File: src/rtl/cc_gen_unit.sv
// cc_gen_unit: nzp generation, architectural CC register, youngest-producer
// forwarding to the branch comparator, and load-pending CC stall tracking.
module cc_gen_unit #(
  parameter int DATA_WIDTH = 16,
  parameter logic [2:0] RESET_CC = 3'b010,
  parameter int CNT_WIDTH = 16
) (
  input  logic                  clk,
  input  logic                  reset,
  input  logic                  advance,
  input  logic                  flush,
  input  logic                  mem_valid,
  input  logic                  mem_load_cc,
  input  logic                  mem_result_ready,
  input  logic [DATA_WIDTH-1:0] mem_result,
  input  logic                  wb_valid,
  input  logic                  wb_load_cc,
  input  logic [DATA_WIDTH-1:0] wb_result,
  output logic [2:0]            cc_fwd,
  output logic [2:0]            cc_arch,
  output logic                  cc_stall,
  output logic [CNT_WIDTH-1:0]  stall_cycles
);
  typedef enum logic {READY, WAIT} state_t;

  state_t               r_state;
  logic [2:0]           r_cc_arch;
  logic [CNT_WIDTH-1:0] r_stall_cycles;
  logic                 w_mem_hit;
  logic                 w_wb_hit;
  logic                 w_cnt_sat;

  function automatic logic [2:0] gen(input logic [DATA_WIDTH-1:0] r);
    logic n, z;
    n = r[DATA_WIDTH-1];
    z = (r == '0);
    return {n, z, !n && !z};
  endfunction

  // mem_result/mem_result_ready are only looked at behind w_mem_hit so a
  // squashed or empty MEM slot cannot leak X into the outputs.
  assign w_mem_hit = mem_valid && mem_load_cc && !flush;
  assign w_wb_hit  = wb_valid && wb_load_cc;
  assign w_cnt_sat = &r_stall_cycles;

  always_comb begin
    cc_fwd   = (w_mem_hit && mem_result_ready) ? gen(mem_result) :
               w_wb_hit ? gen(wb_result) : r_cc_arch;
    cc_stall = w_mem_hit && !mem_result_ready;
  end

  always_ff @(posedge clk or posedge reset) begin
    if (reset)
      r_cc_arch <= RESET_CC;
    else if (advance && w_wb_hit)
      r_cc_arch <= gen(wb_result);
  end

  // Each stalled cycle is counted as it happens, so an episode of N stalled
  // cycles adds exactly N.
  always_ff @(posedge clk or posedge reset) begin
    if (reset) begin
      r_state        <= READY;
      r_stall_cycles <= '0;
    end else begin
      case (r_state)
        READY: if (cc_stall) begin
          r_state <= WAIT;
          if (!w_cnt_sat) r_stall_cycles <= r_stall_cycles + 1'b1;
        end
        WAIT: if (cc_stall) begin
          if (!w_cnt_sat) r_stall_cycles <= r_stall_cycles + 1'b1;
        end else begin
          r_state <= READY;
        end
        default: r_state <= READY;
      endcase
    end
  end

  assign cc_arch      = r_cc_arch;
  assign stall_cycles = r_stall_cycles;
endmodule
File: config.mk
export PLATFORM = sky130hd
export DESIGN_NAME = cc_gen_unit
export DESIGN_NICKNAME = d
export VERILOG_FILES = /design/src/rtl/cc_gen_unit.sv
export SDC_FILE = /design/constraint.sdc
export NUM_CORES = 1
export LEC_CHECK = 0
export ABC_AREA = 1
export CORE_UTILIZATION = 37
export CTS_CLUSTER_SIZE = 28
export DETAILED_ROUTE_END_ITERATION = 16
export PLACE_DENSITY = 0.76
export SLEW_MARGIN = 40
export SYNTH_ARGS = -nofsm -noshare
export SYNTH_HDL_FRONTEND = slang
export SYNTH_SLANG_ARGS = --single-unit
File: constraint.sdc
create_clock -name clk -period 1.45 [get_ports clk]
set_clock_uncertainty 0.1 [all_clocks]
set_input_delay 0.145 -clock clk [delete_from_list [all_inputs] [get_ports clk]]
set_output_delay 0.145 -clock clk [all_outputs]
set_load 0.02 [all_outputs]
### Word-level counts from Yosys, hierarchy flattened

Index checks and enable logic that the tools add are counted.

| storage, ports and cells | value |
|---|---|
| register bits | 19 |
| bits of input ports | 41 |
| output and inout bits | 23 |

| operators by class | value |
|---|---|
| add/subtract/negate cells | 1 |
| muxes and demuxes | 4 |
| bitwise operators | 1 |
| reduce and logical (&&, ||, !) cells | 18 |

Operator list:

| kind | count |
|---|---|
| logical NOT 16 bit | 2 |
| two-way mux 16 bit | 2 |
| adder 16 x 1 -> 16 bit (second input constant) | 1 |
| AND reduction 16 bit | 1 |
| logical AND 1 bit | 8 |
| logical NOT 1 bit | 6 |
| two-way mux 3 bit | 2 |
| AND reduction 2 bit | 1 |
| inverter 1 bit | 1 |

### Depth between registers and ports, before layout

Gate-level depths: netlist (run 1).

| logic depth | value |
|---|---|
| word-level depth | 5 |
| mapped depth | 9 |
| depth with buffers taken out | 9 |

### Least setup slack after synthesis (run 1)

Ideal clock, no wire load.

| timing | value |
|---|---|
| path type | register to register |
| from | register r_stall_cycles[0] (netlist: stall_cycles[0]) |
| to | register r_stall_cycles[7] (netlist: stall_cycles[7]) |
| library setup time | 118 ps |
| arrival time | 1494 ps |
| slack | -263 ps |
| stages on the path, launching flop included | 10 |
| path buffers | 1 |
| period minus slack after synthesis | 1713 ps |
| cells stage by stage | dfrtp_1 ha_1 nand2_1 nor2_2 nand3_2 nand2_4 nand2_4 buf_6 nand2_2 o21ai_2 |

| on the way | value |
|---|---|
| word-level cells in the longest chain between the ends | 3 |

Ends and longest elaborated chain:

| element | line | source |
|---|---|---|
| start: declaration | 28 | `logic [CNT_WIDTH-1:0] r_stall_cycles;` |
| start signal: assignment | 69 | `if (!w_cnt_sat) r_stall_cycles <= r_stall_cycles + 1'b1;` |
| start signal: assignment | 72 | `if (!w_cnt_sat) r_stall_cycles <= r_stall_cycles + 1'b1;` |
| adder 16 x 1 -> 16 bit / AND reduction 16 bit (equally long branches) | 69, 72, 44 |  |
| two-way mux 16 bit / inverter 1 bit (equally long branches) | -- |  |
| two-way mux 16 bit / AND reduction 2 bit (equally long branches) | -- |  |

Several ways; a longest one is shown, not always the timed one. The select of a mux whose other input is x is not followed.
A chain may end at the register's enable or synchronous reset.

### Worst setup path in the final report (run 1)

| timing | value |
|---|---|
| from | register r_stall_cycles[0] (netlist: stall_cycles[0]) |
| to | register r_stall_cycles[8] (netlist: stall_cycles[8]) |

Same word-level chain as after synthesis.

==> results of run 1 <==
## power groups by stage
stage                     registers (uW)  clock network (uW)  logic (uW)
after floorplan                      858                   0         325
after global placement               716                   0        1050
after detailed placement             717                   0        1070
after CTS                            715                 379        1050
after global routing                 737                 403        1250
final                                731                 370        1150
## cells in the final DEF (no fill, tap or decap)
cell,instances
nand2_1,56
dlygate4sd2_1,42
buf_4,42
nor2_1,28
inv_1,18
nand2_2,17
nand3_1,15
dfrtp_1,14
dlymetal6s2s_1,11
nand2_4,9
nor2_2,7
xor2_1,7
o21ai_2,7
nor2_4,6
nand4_1,5
clkdlybuf4s15_1,4
dfrtp_2,4
clkbuf_8,3
buf_6,3
nand3_2,2
nand3_4,2
o21ai_0,2
o21ai_1,2
clkdlybuf4s50_1,2
buf_12,2
nand2_8,1
inv_2,1
a22oi_2,1
a31oi_2,1
ha_4,1
dfstp_2,1
clkbuf_1,1
buf_16,1
clkbuf_16,1
clkbuf_2,1
clkdlybuf4s15_2,1
## metrics by stage
| stage | worst slack, ps | cells |
|---|---|---|
| after floorplan | -136 | 210 |
| after global placement | -563 | 352 |
| after detailed placement | -586 | 352 |
| after CTS | -58.0 | 363 |
| after global routing | -92.9 | 367 |
| final | -45.0 | 367 |
## path summary, 6_finish.rpt
path	depth (start not counted)	start	to
max	9	stall_cycles[0]	stall_cycles[8]
min	3	reset	stall_cycles[4]
max reg2reg	9	stall_cycles[0]	stall_cycles[8]
min reg2reg	2	stall_cycles[15]	stall_cycles[15]
max in group asynchronous	3	reset	cc_arch[1]
min in group clk	4	wb_result[15]	cc_arch[2]
## routing by layer
metal,global-route usage,wire length [um],part of all wire
met2,0.445,2380,0.50
met1,0.262,1870,0.39
met5,0,0,0
met3,0.0401,402,0.085
met4,0.0959,89,0.019
## area by class of cell
cell class / instances / area, um^2 / share of cell area
clock buffer: 4 / 45.0 / 0.0168
inverter: 19 / 71.3 / 0.0265
multi-input combinational: 169 / 1010 / 0.375
sequential: 19 / 482 / 0.179
tap: 46 / 57.6 / 0.0214
timing repair buffer: 110 / 1020 / 0.381
## cell families (layout without fill, tap and decap cells)
kind of cell | after synthesis | in the layout | share of synthesized area
AND/OR/NAND/NOR | 148 | 148 | 0.462
XOR/XNOR | 7 | 7 | 0.0445
adder cells (fa/ha/maj) | 1 | 1 | 0.00908
AO/OA/AOI/OAI | 13 | 13 | 0.0663
buffers and inverters | 22 | 133 | 0.0717
flip-flops | 19 | 19 | 0.346
## state kept, by name, indices dropped and copies added, names as in the netlist
name          count
stall_cycles     16
cc_arch           3
## worst max-delay path, cell delays in order, from the launching register on
cell and delay (ps):
dfrtp_2 390, ha_4 150, nand2_4 50, nor2_4 100
nand3_2 120, nand2_4 110, nand2_8 90, buf_12 160
nand2_4 60, o21ai_2 40
## timing repair
action,in CTS,in global routing
hold buffers,0,0
gates cloned,1,1
setup buffers,6,3
pin swaps,34,24
endpoints found under the setup margin,38,23
resized for setup,90,48
==> results.toml, run 1 <==
[status]
status = "finished with violations"
failed_checks = "setup timing"

[synthesis]
synth_seq_cells = 19
yosysMostFrequentCell = "nand2_1"
synth.top_cell.area_share = 0.327
netlist_area_um2 = 1380
synth-main-ff-cell = "dfrtp_1"
async_flop_share = 1.00
postSynthAreaPerCell_um2 = 6.56
synth-edff-count = 0
yosysWarningCount = 0
yosysSeqAreaShare = 0.346
syn_nets = 252
synth_cell_types = 21
yosys-top-cells-area = "dfrtp_1, nand2_1, nor2_1"
yosysTopAreaCell = "dfrtp_1"
postSynthCellCount = 210
synthTopCellsByCount = "nand2_1, nor2_1, inv_1, dfrtp_1, nand3_1"

[run]
max-cap-violations = 0

[finish]
nNetsFinal = 364
drive_above_1_share = 0.355
nFillCells = 253
final_util = 0.781
design_area_um2 = 2690
areaGrowthSynthToFinish_pct = 95.1
antenna_cells = 0

[sta]
finalCritPeriodShare = 1.03
slew_violations = 0
min_period_ps = 1490
slew_headroom = 0.832
rsz0062_at_grt = "yes"
final-hold-violation-count = 0
finalWorstSetupSlack_ps = -45.0
holdWs_ps = 103
final.setup.tns_ps = -375
fmax_mhz = 669
worst_pin_slew_ps = 252
setup_viol = 14

[global_route]
grt_pass1_vias = 1771
grtUsageTotal = 0.238
grt_overflow = 0
grt_first_pass_wirelength_mm = 7.57
antenna_found_initial = 0
grt_max_degree = 20

[routing]
wl_per_cell_um = 12.9
drt_iter0_drc = 59
route.vias.total = 1754
drtAntennaViolNets = 0
routed_wl_mm = 4.74
drt-vias-per-instance = 4.78
detail_route.drc_violations = 0
firstDrtPassIters = 4

[floorplanning]
initial_utilization = 0.400
dieWidth_um = 63.0
io_pins = 64
die_height_um = 63.0
num_rows = 21
core_um2 = 3440
die_area_um2 = 3970

[clocking]
tritoncts = "yes"
cts.sinks = 19
cts.htree.levels = 1
ctsLongestPathBuffers = 2
cts_made_buffers = 3
cts.clk_slew.worst_paths_ps = 70
clock_latency_ps = 260
clockRootBuffer = "clkbuf_8"

[power_and_ir_drop]
p_comb_frac = 0.511
switching_share = 0.384
p_leak_uw = 0.00146
seqPwrFrac = 0.324
p_switching_uw = 865
power_density_nw_per_um2 = 838
power_frac_clock = 0.164
ir_worst_vdd_mv = 1.03
power_uw = 2250
internal_power_uw = 1390

[placement]
dp.final_hpwl_mm = 3.20
numPortBuffers = 63
postPlaceCellArea_um2 = 2350
gp_congestion = 0.799

[worst_setup_path]
cp_max_fo = 5
start_kind = "register"
path_class = "register to register"
end_kind = "register"
arrival_ps = 1540
required_ps = 1500
r2r_slack_ps = -40

[min_path]
hold_class = "input port to async pin"
Power figures use the tool's default switching activity.
==> inputs of run 2 (changes only) <==
Settings changed: CORE_UTILIZATION 37 to 41, PLACE_DENSITY 0.76 to 0.8, TNS_END_PERCENT from default to 100.
Clock period 1.45 ns to 1.69 ns, I/O delays scaled along.
==> run 2 against run 1 <==
Against the previous run: the flow now finishes without violations; final area down 16%; critical path depth shrank 1; sequential share of layout area is 3.2 points higher; setup slack better by 79 ps; die area down 9.4%; final cell count is 7.4% lower.
==> results.toml, run 2 (synthesis gave the netlist of run 1 again) <==
[routing]
firstDrtPassIters = 4
drt-vias-per-instance = 4.75
wl_met2_mm = 1.92
wl_met1_mm = 1.85
drtAntennaViolNets = 0
met3_length_um = 236
drt_iter0_drc = 27
dr.max_layer_used = "met4"
routed_wl_mm = 4.01
detail_route.drc_violations = 0
route.vias.total = 1616
wl_per_cell_um = 11.8

[clocking]
clock_latency_ps = 300
cts_made_buffers = 3
tritoncts = "yes"
cts.clk_slew.worst_paths_ps = 120
clockRootBuffer = "clkbuf_4"
cts.htree.levels = 1
ctsLongestPathBuffers = 2
post-cts-setup-buffers = 0
cts.sinks = 19

[worst_setup_path]
critPathBufInv = 4
crit_chain = "clkdlybuf4s50_1 > inv_1 > nor2_2 > nand3_2 > nand2_1 > inv_1 > a22oi_1 > buf_4"
arrival_ps = 1390
r2r_start = "stall_cycles[0]"
required_ps = 1420
reg2reg_to = "stall_cycles[1]"
cp_top_family = "buffers and inverters"
crit_slowest_cell = "clkdlybuf4s50_1"
start_kind = "input port"
r2r_slack_ps = 130
max_stage_delay_ps = 460
path_class = "input port to output pin"
end_kind = "output pin"
cp_common_cell = "inv_1"
cp_max_fo = 4
ff2ff_path_depth = 9

[floorplanning]
dieWidth_um = 60.0
die_area_um2 = 3600
num_rows = 20
io_pins = 64
initial_utilization = 0.440
die_height_um = 60.0
core_um2 = 3130

[finish]
final_common_cell = "nand2_1"
final_cell_mix = "nand2_1, clkdlybuf4s50_1, nor2_1"
drive_above_1_share = 0.176
areaGrowthSynthToFinish_pct = 64.0
nNetsFinal = 339
nFillCells = 270
antenna_cells = 0
largest_reg_flops = 16
layoutNonFillerInstCount = 340

[global_route]
grt_max_degree = 15
antenna_found_initial = 0
grt_pass1_vias = 1430
grt_first_pass_wirelength_mm = 6.27
grtUsageTotal = 0.232
grt_overflow = 0

[power_and_ir_drop]
power_density_nw_per_um2 = 707
p_leak_uw = 0.00116
ir_worst_vdd_mv = 0.745

[sta]
fmax_mhz = 604
final-hold-violation-count = 0
setup_viol = 0
worst_pin_slew_ps = 296
slew_violations = 0
min_period_ps = 1660
slew_headroom = 0.802
final.setup.tns_ps = 0
finalCritPeriodShare = 0.980

[min_path]
hold_path_startpoint = "cc_arch[2]"
hold_end = "cc_arch[2]"
hold_class = "register to register"
hold_path_depth = 2

[placement]
post-place-cells = 335
numPortBuffers = 63
dp.final_hpwl_mm = 3.34
gp_congestion = 0.863

[run]
max-cap-violations = 0

[status]
status = "finished clean"
-- run 2: cell count changes in the layout (fill, tap and decap cells not counted), sizes merged --
cell | before | now
dlygate4sd2 | 42 | 6
buf | 48 | 23
clkinv | 0 | 1
dlygate4sd3 | 0 | 1
dlymetal6s2s | 11 | 7
clkdlybuf4s15 | 5 | 0
clkdlybuf4s50 | 2 | 46
clkbuf | 6 | 5
-- run 2: final cells by class --
type | count | area (um^2) | share of cell area
clock buffer | 3 | 22.5 | 0.00997
clock inverter | 1 | 5.00 | 0.00221
inverter | 19 | 71.3 | 0.0316
multi-input combinational | 169 | 812 | 0.359
sequential | 19 | 478 | 0.212
tap | 44 | 55.1 | 0.0244
timing repair buffer | 85 | 816 | 0.361
-- run 2: through the flow --
step / hold slack (ps) / power (uW) / worst slack (ps) / area (um^2) / utilization
after CTS: 433 / 1620 / 3.81 / 2250 / 0.720
after detailed placement: 330 / 1400 / -439 / 2220 / 0.710
after global routing: 461 / 1710 / -10.5 / 2260 / 0.722
final: 429 / 1600 / 33.9 / 2260 / 0.722
after floorplan: 19.3 / 991 / 9.10 / 1380 / -
after global placement: 327 / 1390 / -374 / 2220 / 0.710
-- run 2: repair_timing --
action / 4_1_cts / 5_1_grt
cloned: 0 / 0
endpoints found under the setup margin: 10 / 11
pin swaps: 0 / 1
endpoints found under the hold margin: 6 / 0
gates resized for setup: 18 / 15
hold buffers: 1 / 0
-- run 2: metal layers --
layer | track usage | vias up
li1 | - | 830
met1 | 0.316 | 742
met2 | 0.392 | 42
met3 | 0.0433 | 2
met4 | 0.0299 | 0
met5 | 0 | -
-- run 2: worst reg2reg max path: stages, from the launching register on --
cell     delay (ps)
dfrtp_2         370
ha_1            190
nand2_1          80
nor2_2          140
nand3_2         140
nand2_4         100
nand2_4          70
buf_12          150
nand2_1          70
nand2_1          60
-- run 2: worst max path at each step --
stage | start | endpoint | slack, ps | cells past startpoint
finish | mem_load_cc | cc_fwd[1] | 30 | 8
global route | mem_load_cc | cc_fwd[0] | -10 | 8
CTS | wb_load_cc | cc_fwd[2] | 4 | 6
detailed placement | mem_load_cc | cc_fwd[1] | -440 | 8
global placement | mem_load_cc | cc_fwd[1] | -370 | 8
floorplan | stall_cycles[1] | stall_cycles[7] | 9 | 9
-- run 2: where the power goes --
| part | internal, uW | total (uW) | switching, uW |
|---|---|---|---|
| registers | 533 | 610 | 76.6 |
| clock network | 88.1 | 232 | 144 |
| logic | 377 | 756 | 379 |
| total | 999 | 1600 | 600 |
